## src/rtl/alu_cmd_sequencer_if.sv

```systemverilog
// Command, ALU drive and response signals between the sequencer and its front-end/ALU.
// master = sequencer side, slave = front-end and ALU side.
interface alu_cmd_sequencer_if #(
    parameter int WIDTH   = 32,
    parameter int OP_W    = 5,
    parameter int COUNT_W = 16
);
    logic               cmd_valid;
    logic               cmd_ready;
    logic [WIDTH-1:0]   cmd_a;
    logic [WIDTH-1:0]   cmd_b;
    logic [OP_W-1:0]    cmd_op;
    logic [WIDTH-1:0]   alu_a;
    logic [WIDTH-1:0]   alu_b;
    logic [OP_W-1:0]    alu_op;
    logic [WIDTH-1:0]   alu_out;
    logic               rsp_valid;
    logic               rsp_ready;
    logic [WIDTH-1:0]   rsp_data;
    logic [OP_W-1:0]    rsp_op;
    logic               busy;
    logic [COUNT_W-1:0] op_count;

    modport master (
        input  cmd_valid, cmd_a, cmd_b, cmd_op, alu_out, rsp_ready,
        output cmd_ready, alu_a, alu_b, alu_op, rsp_valid, rsp_data, rsp_op, busy, op_count
    );

    modport slave (
        output cmd_valid, cmd_a, cmd_b, cmd_op, alu_out, rsp_ready,
        input  cmd_ready, alu_a, alu_b, alu_op, rsp_valid, rsp_data, rsp_op, busy, op_count
    );
endinterface

```

## src/rtl/alu_cmd_sequencer.sv

```systemverilog
// Issues one valid/ready command at a time onto a combinational ALU, waits for the
// result to settle, then returns the captured result on a valid/ready response port.
//
// state | meaning
// IDLE  | ready for a command; ALU inputs hold the previous command
// WAIT  | ALU inputs applied, settle counter running down
// RESP  | result captured, waiting for the consumer to take it
module alu_cmd_sequencer #(
    parameter int WIDTH      = 32,
    parameter int OP_W       = 5,
    parameter int SETTLE_CYC = 1,
    parameter int COUNT_W    = 16
) (
    input  logic                clk,
    input  logic                rst,
    alu_cmd_sequencer_if.master bus
);
    localparam int CNT_W = (SETTLE_CYC < 2) ? 1 : $clog2(SETTLE_CYC + 1);

    typedef enum logic [1:0] {
        IDLE = 2'd0,
        WAIT = 2'd1,
        RESP = 2'd2
    } state_t;

    state_t           state;
    logic [CNT_W-1:0] settle_cnt;

    assign bus.cmd_ready = (state == IDLE);
    assign bus.busy      = (state != IDLE);

    always_ff @(posedge clk or posedge rst) begin
        if (rst) begin
            state        <= IDLE;
            settle_cnt   <= '0;
            bus.alu_a    <= '0;
            bus.alu_b    <= '0;
            bus.alu_op   <= '0;
            bus.rsp_valid <= 1'b0;
            bus.rsp_data <= '0;
            bus.rsp_op   <= '0;
            bus.op_count <= '0;
        end else begin
            case (state)
                IDLE: begin
                    if (bus.cmd_valid) begin
                        bus.alu_a  <= bus.cmd_a;
                        bus.alu_b  <= bus.cmd_b;
                        bus.alu_op <= bus.cmd_op;
                        settle_cnt <= CNT_W'(SETTLE_CYC);
                        state      <= WAIT;
                    end
                end
                WAIT: begin
                    // terminal count of 1 puts the capture SETTLE_CYC edges after the accept
                    if (settle_cnt == CNT_W'(1)) begin
                        bus.rsp_data  <= bus.alu_out;
                        bus.rsp_op    <= bus.alu_op;
                        bus.rsp_valid <= 1'b1;
                        state         <= RESP;
                    end else begin
                        settle_cnt <= settle_cnt - CNT_W'(1);
                    end
                end
                RESP: begin
                    if (bus.rsp_ready) begin
                        bus.rsp_valid <= 1'b0;
                        bus.op_count  <= bus.op_count + COUNT_W'(1);
                        state         <= IDLE;
                    end
                end
                default: state <= IDLE;
            endcase
        end
    end
endmodule
```

## src/flat_wrapper.sv

```systemverilog
// flat-port wrapper written by rule: the top's interface ports become plain ports
module alu_cmd_sequencer_flat 
#(
    parameter int WIDTH      = 32,
    parameter int OP_W       = 5,
    parameter int SETTLE_CYC = 1,
    parameter int COUNT_W    = 16
)
  (clk, rst, bus_cmd_valid, bus_cmd_a, bus_cmd_b, bus_cmd_op, bus_alu_out, bus_rsp_ready, bus_cmd_ready, bus_alu_a, bus_alu_b, bus_alu_op, bus_rsp_valid, bus_rsp_data, bus_rsp_op, bus_busy, bus_op_count);
  alu_cmd_sequencer_if #(.WIDTH(WIDTH), .OP_W(OP_W), .COUNT_W(COUNT_W)) bus_i ();
  input  logic clk;
  input  logic rst;
  input wire logic [$bits(bus_i.cmd_valid)-1:0] bus_cmd_valid;
  input wire logic [$bits(bus_i.cmd_a)-1:0] bus_cmd_a;
  input wire logic [$bits(bus_i.cmd_b)-1:0] bus_cmd_b;
  input wire logic [$bits(bus_i.cmd_op)-1:0] bus_cmd_op;
  input wire logic [$bits(bus_i.alu_out)-1:0] bus_alu_out;
  input wire logic [$bits(bus_i.rsp_ready)-1:0] bus_rsp_ready;
  output wire logic [$bits(bus_i.cmd_ready)-1:0] bus_cmd_ready;
  output wire logic [$bits(bus_i.alu_a)-1:0] bus_alu_a;
  output wire logic [$bits(bus_i.alu_b)-1:0] bus_alu_b;
  output wire logic [$bits(bus_i.alu_op)-1:0] bus_alu_op;
  output wire logic [$bits(bus_i.rsp_valid)-1:0] bus_rsp_valid;
  output wire logic [$bits(bus_i.rsp_data)-1:0] bus_rsp_data;
  output wire logic [$bits(bus_i.rsp_op)-1:0] bus_rsp_op;
  output wire logic [$bits(bus_i.busy)-1:0] bus_busy;
  output wire logic [$bits(bus_i.op_count)-1:0] bus_op_count;
  assign bus_i.cmd_valid = bus_cmd_valid;
  assign bus_i.cmd_a = bus_cmd_a;
  assign bus_i.cmd_b = bus_cmd_b;
  assign bus_i.cmd_op = bus_cmd_op;
  assign bus_i.alu_out = bus_alu_out;
  assign bus_i.rsp_ready = bus_rsp_ready;
  assign bus_cmd_ready = bus_i.cmd_ready;
  assign bus_alu_a = bus_i.alu_a;
  assign bus_alu_b = bus_i.alu_b;
  assign bus_alu_op = bus_i.alu_op;
  assign bus_rsp_valid = bus_i.rsp_valid;
  assign bus_rsp_data = bus_i.rsp_data;
  assign bus_rsp_op = bus_i.rsp_op;
  assign bus_busy = bus_i.busy;
  assign bus_op_count = bus_i.op_count;
  alu_cmd_sequencer #(.WIDTH(WIDTH), .OP_W(OP_W), .SETTLE_CYC(SETTLE_CYC), .COUNT_W(COUNT_W)) u_core (.clk(clk), .rst(rst), .bus(bus_i));
endmodule
```

## config.mk

```make
export PLATFORM = sky130hd
export DESIGN_NAME = alu_cmd_sequencer_flat
export DESIGN_NICKNAME = d
export VERILOG_FILES = /design/src/rtl/alu_cmd_sequencer_if.sv /design/src/rtl/alu_cmd_sequencer.sv /design/src/flat_wrapper.sv
export SDC_FILE = /design/constraint.sdc
export NUM_CORES = 1
export LEC_CHECK = 0
export CAP_MARGIN = 25
export CORE_MARGIN = 2
export CORE_UTILIZATION = 38
export CTS_BUF_LIST = sky130_fd_sc_hd__clkbuf_4 sky130_fd_sc_hd__clkbuf_8
export DETAILED_ROUTE_END_ITERATION = 8
export PLACE_DENSITY = 0.77
export RECOVER_POWER = 25
export SLEW_MARGIN = 30
export SYNTH_ARGS = -nofsm -noshare
export SYNTH_HDL_FRONTEND = slang
export SYNTH_SLANG_ARGS = --single-unit
```

## constraint.sdc

```tcl
create_clock -name clk -period 4.1 [get_ports clk]
set_clock_uncertainty 0.1 [all_clocks]
set_input_delay 0.82 -clock clk [delete_from_list [all_inputs] [get_ports clk]]
set_output_delay 0.82 -clock clk [all_outputs]
set_load 0.01 [all_outputs]
```

==> results of run 1 <==
-- cell type report --
class,count,share of cell area (%)
Multi-Input combinational cell,159,20.5
Sequential cell,126,40.7
Timing Repair Buffer,232,30.1
Tap cell,172,2.78
Clock buffer,21,3.57
Inverter,3,0.194
Clock inverter,11,2.12
-- cells by family after synthesis --
group	synth area share [%]
compound gates	0.466
mux	25.7
flops	65.2
fa+ha+maj	0.259
buf+inv	1.92
xor+xnor	2.72
simple gates	3.70
-- report_power, final --
part           total [W]  leakage, nW  internal, W  switching (W)
Sequential       0.00215         1.50      0.00182       0.000326
Clock            0.00117        0.222     0.000705       0.000468
Combinational    0.00262         1.48      0.00168       0.000935
Total            0.00594         3.21      0.00421        0.00173
-- sequential cells by signal (all words and copies together), names as in the netlist --
name and flops:
u_core.bus.alu_a 32, u_core.bus.alu_b 32, u_core.bus.rsp_data 32, u_core.bus.op_count 16, u_core.bus.alu_op 5, u_core.bus.rsp_op 5, u_core.state 2, u_core.bus.rsp_valid 1
u_core.settle_cnt 1
-- cell usage after synthesis --
cell type	n
dfrtp_1	126
mux2_2	97
xnor2_1	13
mux2_4	10
buf_2	8
nand4_1	7
nand2_1	6
nor2_1	5
nand3_1	4
buf_6	3
a21oi_1	2
and4_1	2
clkbuf_1	2
inv_1	2
nand2b_1	2
xor2_1	2
and2_1	1
and2_4	1
and3b_1	1
ha_1	1
inv_2	1
nor2b_1	1
nor3_1	1
o21ai_0	1
o21bai_1	1
or2_4	1
-- metal layers --
layer / part of all wire, % / vias up / track usage [%]
met5: 0 / - / 0
met4: 1.4 / 0 / 6.51
met3: 9.4 / 12 / 7.21
met2: 51 / 134 / 27.5
met1: 38 / 1619 / 18.8
li1: - / 1521 / -
-- through the flow --
| stage | util, % | total power [W] | worst slack, ns | hold WS, ns | cell area, µm² |
|---|---|---|---|---|---|
| after floorplan | - | 0.00334 | 1.63 | 0.327 | 4840 |
| after global placement | 58.2 | 0.00471 | 1.34 | 0.352 | 7290 |
| after detailed placement | 58.2 | 0.00480 | 1.31 | 0.367 | 7290 |
| after CTS | 61.8 | 0.00601 | 1.38 | 0.380 | 7730 |
| after global routing | 61.9 | 0.00629 | 1.10 | 0.401 | 7750 |
| final | 61.9 | 0.00594 | 1.42 | 0.375 | 7750 |
-- how the worst min path moves through the flow --
stage / end / slack (ns)
2_1_floorplan: u_core.state[0] / 0.33
3_3_place_gp: u_core.state[0] / 0.35
3_5_place_dp: u_core.bus.op_count[15] / 0.37
4_1_cts: u_core.state[0] / 0.38
5_1_grt: u_core.state[0] / 0.40
6_report: u_core.bus.op_count[15] / 0.37
-- layout by cell type, fill, tap and decap left out --
master and n:
inv_1 1, nand2b_1 2, buf_4 1, nor2b_1 1, nor3_1 1, mux2_2 97, clkinv_4 1, and3b_1 1
and2_4 1, xnor2_1 13, dlygate4sd3_1 3, clkdlybuf4s50_1 226, clkinv_2 4, dfrtp_1 126, o21ai_0 1, clkinvlp_4 3
o21bai_1 1, a21oi_1 2, inv_2 1, and2_1 1, bufinv_16 4, or2_4 1, nand3_1 4, nor2_1 5
and4_1 2, xor2_1 2, mux2_4 10, nand2_1 6, clkbuf_4 3, ha_1 1, buf_16 1, nand4_1 7
clkbuf_8 19
==> impl_metrics.py, run 1 <==
metrics = {
    "cts": {
        "clkSlewWorstSetupHoldPaths_ns": 0.08,
        "cts_made_buffers": 17,
        "cts_root_buf": "clkbuf_8",
        "cts_tree": "yes",
        "holdBufCountCts": 0,
        "cts_buffer_depth": 2,
        "htree_levels": 4,
        "cts_sinks": 126,
        "cts_setup_buffers": 0,
        "ctsResizeCount": 0,
        "clock_latency_ns": 0.43,
    },
    "worst_setup_path": {
        "rrSetupSlack_ns": 2.02,
        "arrival_ns": 1.76,
        "cp-end-kind": "output port",
        "worstSetupStartpoint": "u_core.state[0]",
        "worstPathMaxFanout": 8,
        "cpPeakStageDelay_ns": 0.54,
        "startpoint_type": "flop",
        "path_cells": "or2_4 -> inv_2 -> clkdlybuf4s50_1",
        "cp_num_buf_inv": 2,
        "worstSetupPathType": "reg -> out",
        "r2r_end": "u_core.bus.alu_a[12]",
        "worst_path_max_delay_cell": "clkdlybuf4s50_1",
        "cp_top_family": "buffers and inverters",
        "cp_data_required_time_ns": 3.18,
        "crit_cells": 3,
        "r2r_cells": 5,
        "crit_end": "bus_cmd_ready",
        "regToRegStartpoint": "u_core.state[0]",
    },
    "hold_path": {
        "hp-start": "u_core.bus.op_count[15]",
        "hold_depth": 1,
        "hold_class": "reg -> reg",
    },
    "final_layout": {
        "finalNetCount": 645,
        "multiInputGateArea_um2": 1590,
        "regArea_um2": 3150,
        "antennaDiodeCount": 0,
        "area_growth_pct": 60.3,
        "final_layout_size_suffix_gt1_share_pct": 26.4,
        "nFillCells": 1033,
        "instances_no_fill": 724,
    },
    "yosys": {
        "syn_nets": 407,
        "yosys.cell_types.count": 26,
        "synth_top_area_share_pct": 65.2,
        "yosysWarningCount": 0,
        "synthTopCellsByArea": "dfrtp_1, mux2_2, mux2_4",
        "synth-seq-area-share_pct": 65.2,
        "ys_seq_elements": 126,
        "syn_inst": 301,
        "syn_area_um2": 4830,
        "synth.avg_cell_area_um2": 16.1,
        "synth_top_cell_by_area": "dfrtp_1",
    },
    "drt": {
        "remaining_drc_errors": 0,
        "firstDrtPassIters": 4,
        "vias": 3286,
        "antenna_left": 0,
        "drt-initial-drc-count": 161,
        "drt_wl_total_mm": 11.4,
        "routedWlPerCell_um": 15.7,
        "viasPerCell": 4.54,
    },
    "job": {
        "drv_cap": 1,
    },
    "sta": {
        "setup-violations-final": 0,
        "hold_viol_final": 0,
        "final-max-slew-violation-count": 127,
        "worst_pin_slew_ns": 1.69,
        "fmax_mhz": 373,
        "period_needed_ns": 2.68,
        "fin_setup_tns_ns": 0,
        "grt_setup_unrepaired": "no",
        "maxSlewHeadroom_pct": -12.6,
        "period_share_pct": 65.4,
    },
    "floorplan": {
        "fp-row-count": 41,
        "ioPinCount": 230,
        "die_h_um": 117,
        "core_area_um2": 12500,
        "die_w_um": 117,
        "die_area_um2": 13600,
        "start_util_pct": 38.6,
    },
    "global_routing": {
        "grt_antenna_before_repair": 0,
        "grtUsageTotal_pct": 16.5,
        "first_global_vias": 3439,
        "grt_pass1_wl_mm": 17.1,
        "grt_max_degree": 127,
        "grt-ovfl-total": 0,
    },
    "run_status": {
        "status": "finished, violations left",
        "violations": "max-capacitance violations, max-slew violations",
    },
    "power_and_ir_drop": {
        "peakVddDrop_uv": 428,
        "p_leak_nw": 3.21,
        "p_per_area_nw_per_um2": 766,
    },
    "place": {
        "hpwl_mm": 8.06,
        "dp.cells": 691,
        "numPortBuffers": 229,
        "gp_congestion": 0.695,
    },
}
(Power assumes the default switching activity.)
==> run 2, diff against run 1 <==
==> constraint.sdc (replaced) <==
create_clock -name clk -period 2.1 [get_ports clk]
set_clock_uncertainty 0.1 [all_clocks]
set_input_delay 0.42 -clock clk [delete_from_list [all_inputs] [get_ports clk]]
set_output_delay 0.42 -clock clk [all_outputs]
set_load 0.01 [all_outputs]
==> impl_metrics.py, run 2 (same netlist as run 1, synthesis figures left out) <==
metrics = {
    "worst_setup_path": {
        "crit_cells": 3,
        "path_cells": "or2_4 -> inv_2 -> dlygate4sd2_1",
        "worstSetupPathType": "reg -> out",
        "cpPeakStageDelay_ns": 0.43,
        "worst_path_max_delay_cell": "dfrtp_2",
        "cp_num_buf_inv": 2,
        "cp_top_family": "flip-flops",
        "r2r_cells": 5,
        "crit_end": "bus_cmd_ready",
        "startpoint_type": "flop",
        "arrival_ns": 1.44,
        "cp-end-kind": "output port",
        "cp_data_required_time_ns": 1.58,
        "worstPathMaxFanout": 4,
        "regToRegStartpoint": "u_core.state[0]",
        "worstSetupStartpoint": "u_core.state[0]",
        "r2r_end": "u_core.bus.alu_a[2]",
        "rrSetupSlack_ns": 0.36,
    },
    "cts": {
        "cts_sinks": 126,
        "htree_levels": 4,
        "cts_made_buffers": 17,
        "clock_latency_ns": 0.42,
        "cts_buffer_depth": 2,
        "cts_tree": "yes",
        "cts_root_buf": "clkbuf_8",
        "clkSlewWorstSetupHoldPaths_ns": 0.07,
    },
    "final_layout": {
        "reg_top3": "u_core.bus.alu_a (32), u_core.bus.alu_b (32), u_core.bus.rsp_data (32)",
        "area_growth_pct": 61.7,
        "antennaDiodeCount": 0,
        "mostFrequentLayoutCells": "clkdlybuf4s50_1, dfrtp_1, mux2_2",
        "final_common_cell": "clkdlybuf4s50_1",
        "instances_no_fill": 732,
        "final_layout_size_suffix_gt1_share_pct": 27.5,
        "finalNetCount": 654,
    },
    "sta": {
        "final-max-slew-violation-count": 0,
        "fin_setup_tns_ns": 0,
        "grt_setup_unrepaired": "no",
        "period_share_pct": 93.4,
        "maxSlewHeadroom_pct": 53.9,
        "fmax_mhz": 510,
        "hold_viol_final": 0,
        "setup-violations-final": 0,
        "worst_pin_slew_ns": 0.691,
        "period_needed_ns": 1.96,
    },
    "power_and_ir_drop": {
        "p_leak_nw": 3.26,
        "p_per_area_nw_per_um2": 1500,
        "peakVddDrop_uv": 821,
    },
    "global_routing": {
        "grt-ovfl-total": 0,
        "first_global_vias": 3487,
        "grt_antenna_before_repair": 0,
        "grtUsageTotal_pct": 16.8,
        "grt_max_degree": 53,
        "grt_pass1_wl_mm": 17.4,
    },
    "drt": {
        "remaining_drc_errors": 0,
        "drt_wl_total_mm": 11.6,
        "vias": 3383,
        "firstDrtPassIters": 4,
        "antenna_left": 0,
        "drt-initial-drc-count": 145,
        "viasPerCell": 4.62,
        "routedWlPerCell_um": 15.8,
    },
    "floorplan": {
        "die_h_um": 117,
        "core_area_um2": 12500,
        "die_area_um2": 13600,
        "start_util_pct": 38.6,
        "ioPinCount": 230,
        "fp-row-count": 41,
        "die_w_um": 117,
    },
    "job": {
        "drv_cap": 0,
    },
    "place": {
        "hpwl_mm": 8.52,
        "numPortBuffers": 229,
        "dp.cells": 698,
        "gp_congestion": 0.743,
    },
    "hold_path": {
        "hold_class": "reg -> reg",
    },
    "run_status": {
        "status": "finished, final reports clean",
    },
}
[run 2: cell types whose count changed in the layout (fill, tap and decap cells not counted), moves of 2 or more]
cell           before  now
buf_4               1    6
clkbuf_4            3    6
clkinvlp_4          3    0
buf_12              0    2
clkbuf_8           19   21
clkinv_2            4    2
dlygate4sd2_1       0    2
dlygate4sd3_1       3    1
[run 2: metal layers]
layer / GRT usage, % / part of all wire, %
met5: 0 / 0
met4: 5.33 / 1.5
met3: 7.88 / 9.2
met2: 27.8 / 50
met1: 19.4 / 39
[run 2: power by group]
part / switching (W) / internal, W / leakage [nW]
clock network: 0.000875 / 0.00147 / 0.234
logic: 0.00185 / 0.00332 / 1.53
registers: 0.000631 / 0.00356 / 1.50
total: 0.00335 / 0.00835 / 3.26
[run 2: how the worst min path moves through the flow]
stage | from | end | slack (ns) | cells after the start
6_report | u_core.settle_cnt | u_core.state[0] | 0.37 | 1
5_1_grt | u_core.bus.op_count[15] | u_core.bus.op_count[15] | 0.39 | 1
4_1_cts | rst | u_core.bus.rsp_data[2] | 0.22 | 2
3_5_place_dp | u_core.settle_cnt | u_core.state[0] | 0.37 | 1
3_3_place_gp | u_core.settle_cnt | u_core.state[0] | 0.35 | 1
2_1_floorplan | u_core.settle_cnt | u_core.state[0] | 0.33 | 1
[run 2: timing repair]
item / 4_1_cts / 5_1_grt
endpoints found under the setup margin: 2 / 1
gates resized for setup: 3 / 0
pin swaps: 0 / 0
hold buffers: 0 / 0
setup buffers: 0 / 3
[run 2: layout make-up]
type	count	area, µm²
Timing Repair Buffer	241	2400
Multi-Input combinational cell	159	1590
Sequential cell	126	3150
Fill cell	1044	4700
Tap cell	172	215
Clock buffer	25	319
Clock inverter	6	130
Inverter	3	12.5
[run 2: through the flow]
stage | cell area (µm²) | hold slack, ns | utilization [%] | setup slack (ns) | total power, W
after floorplan | 4840 | 0.327 | - | 0.0267 | 0.00652
after global placement | 7390 | 0.348 | 59.1 | 0.204 | 0.00927
after detailed placement | 7390 | 0.367 | 59.1 | 0.180 | 0.00946
after CTS | 7840 | 0.221 | 62.6 | 0.0566 | 0.0118
after global routing | 7820 | 0.388 | 62.5 | 0.0321 | 0.0124
final | 7820 | 0.366 | 62.5 | 0.138 | 0.0117
==> run 3, diff against run 2 <==
--- a/config.mk
+++ b/config.mk
@@ -9,6 +9,7 @@
 export CORE_MARGIN = 2
 export CORE_UTILIZATION = 38
 export CTS_BUF_LIST = sky130_fd_sc_hd__clkbuf_4 sky130_fd_sc_hd__clkbuf_8
+export CTS_CLUSTER_SIZE = 25
 export DETAILED_ROUTE_END_ITERATION = 8
 export PLACE_DENSITY = 0.77
 export RECOVER_POWER = 25
==> results of run 3 <==
No change in the layout: final DEF, timing and power equal those of run 2.
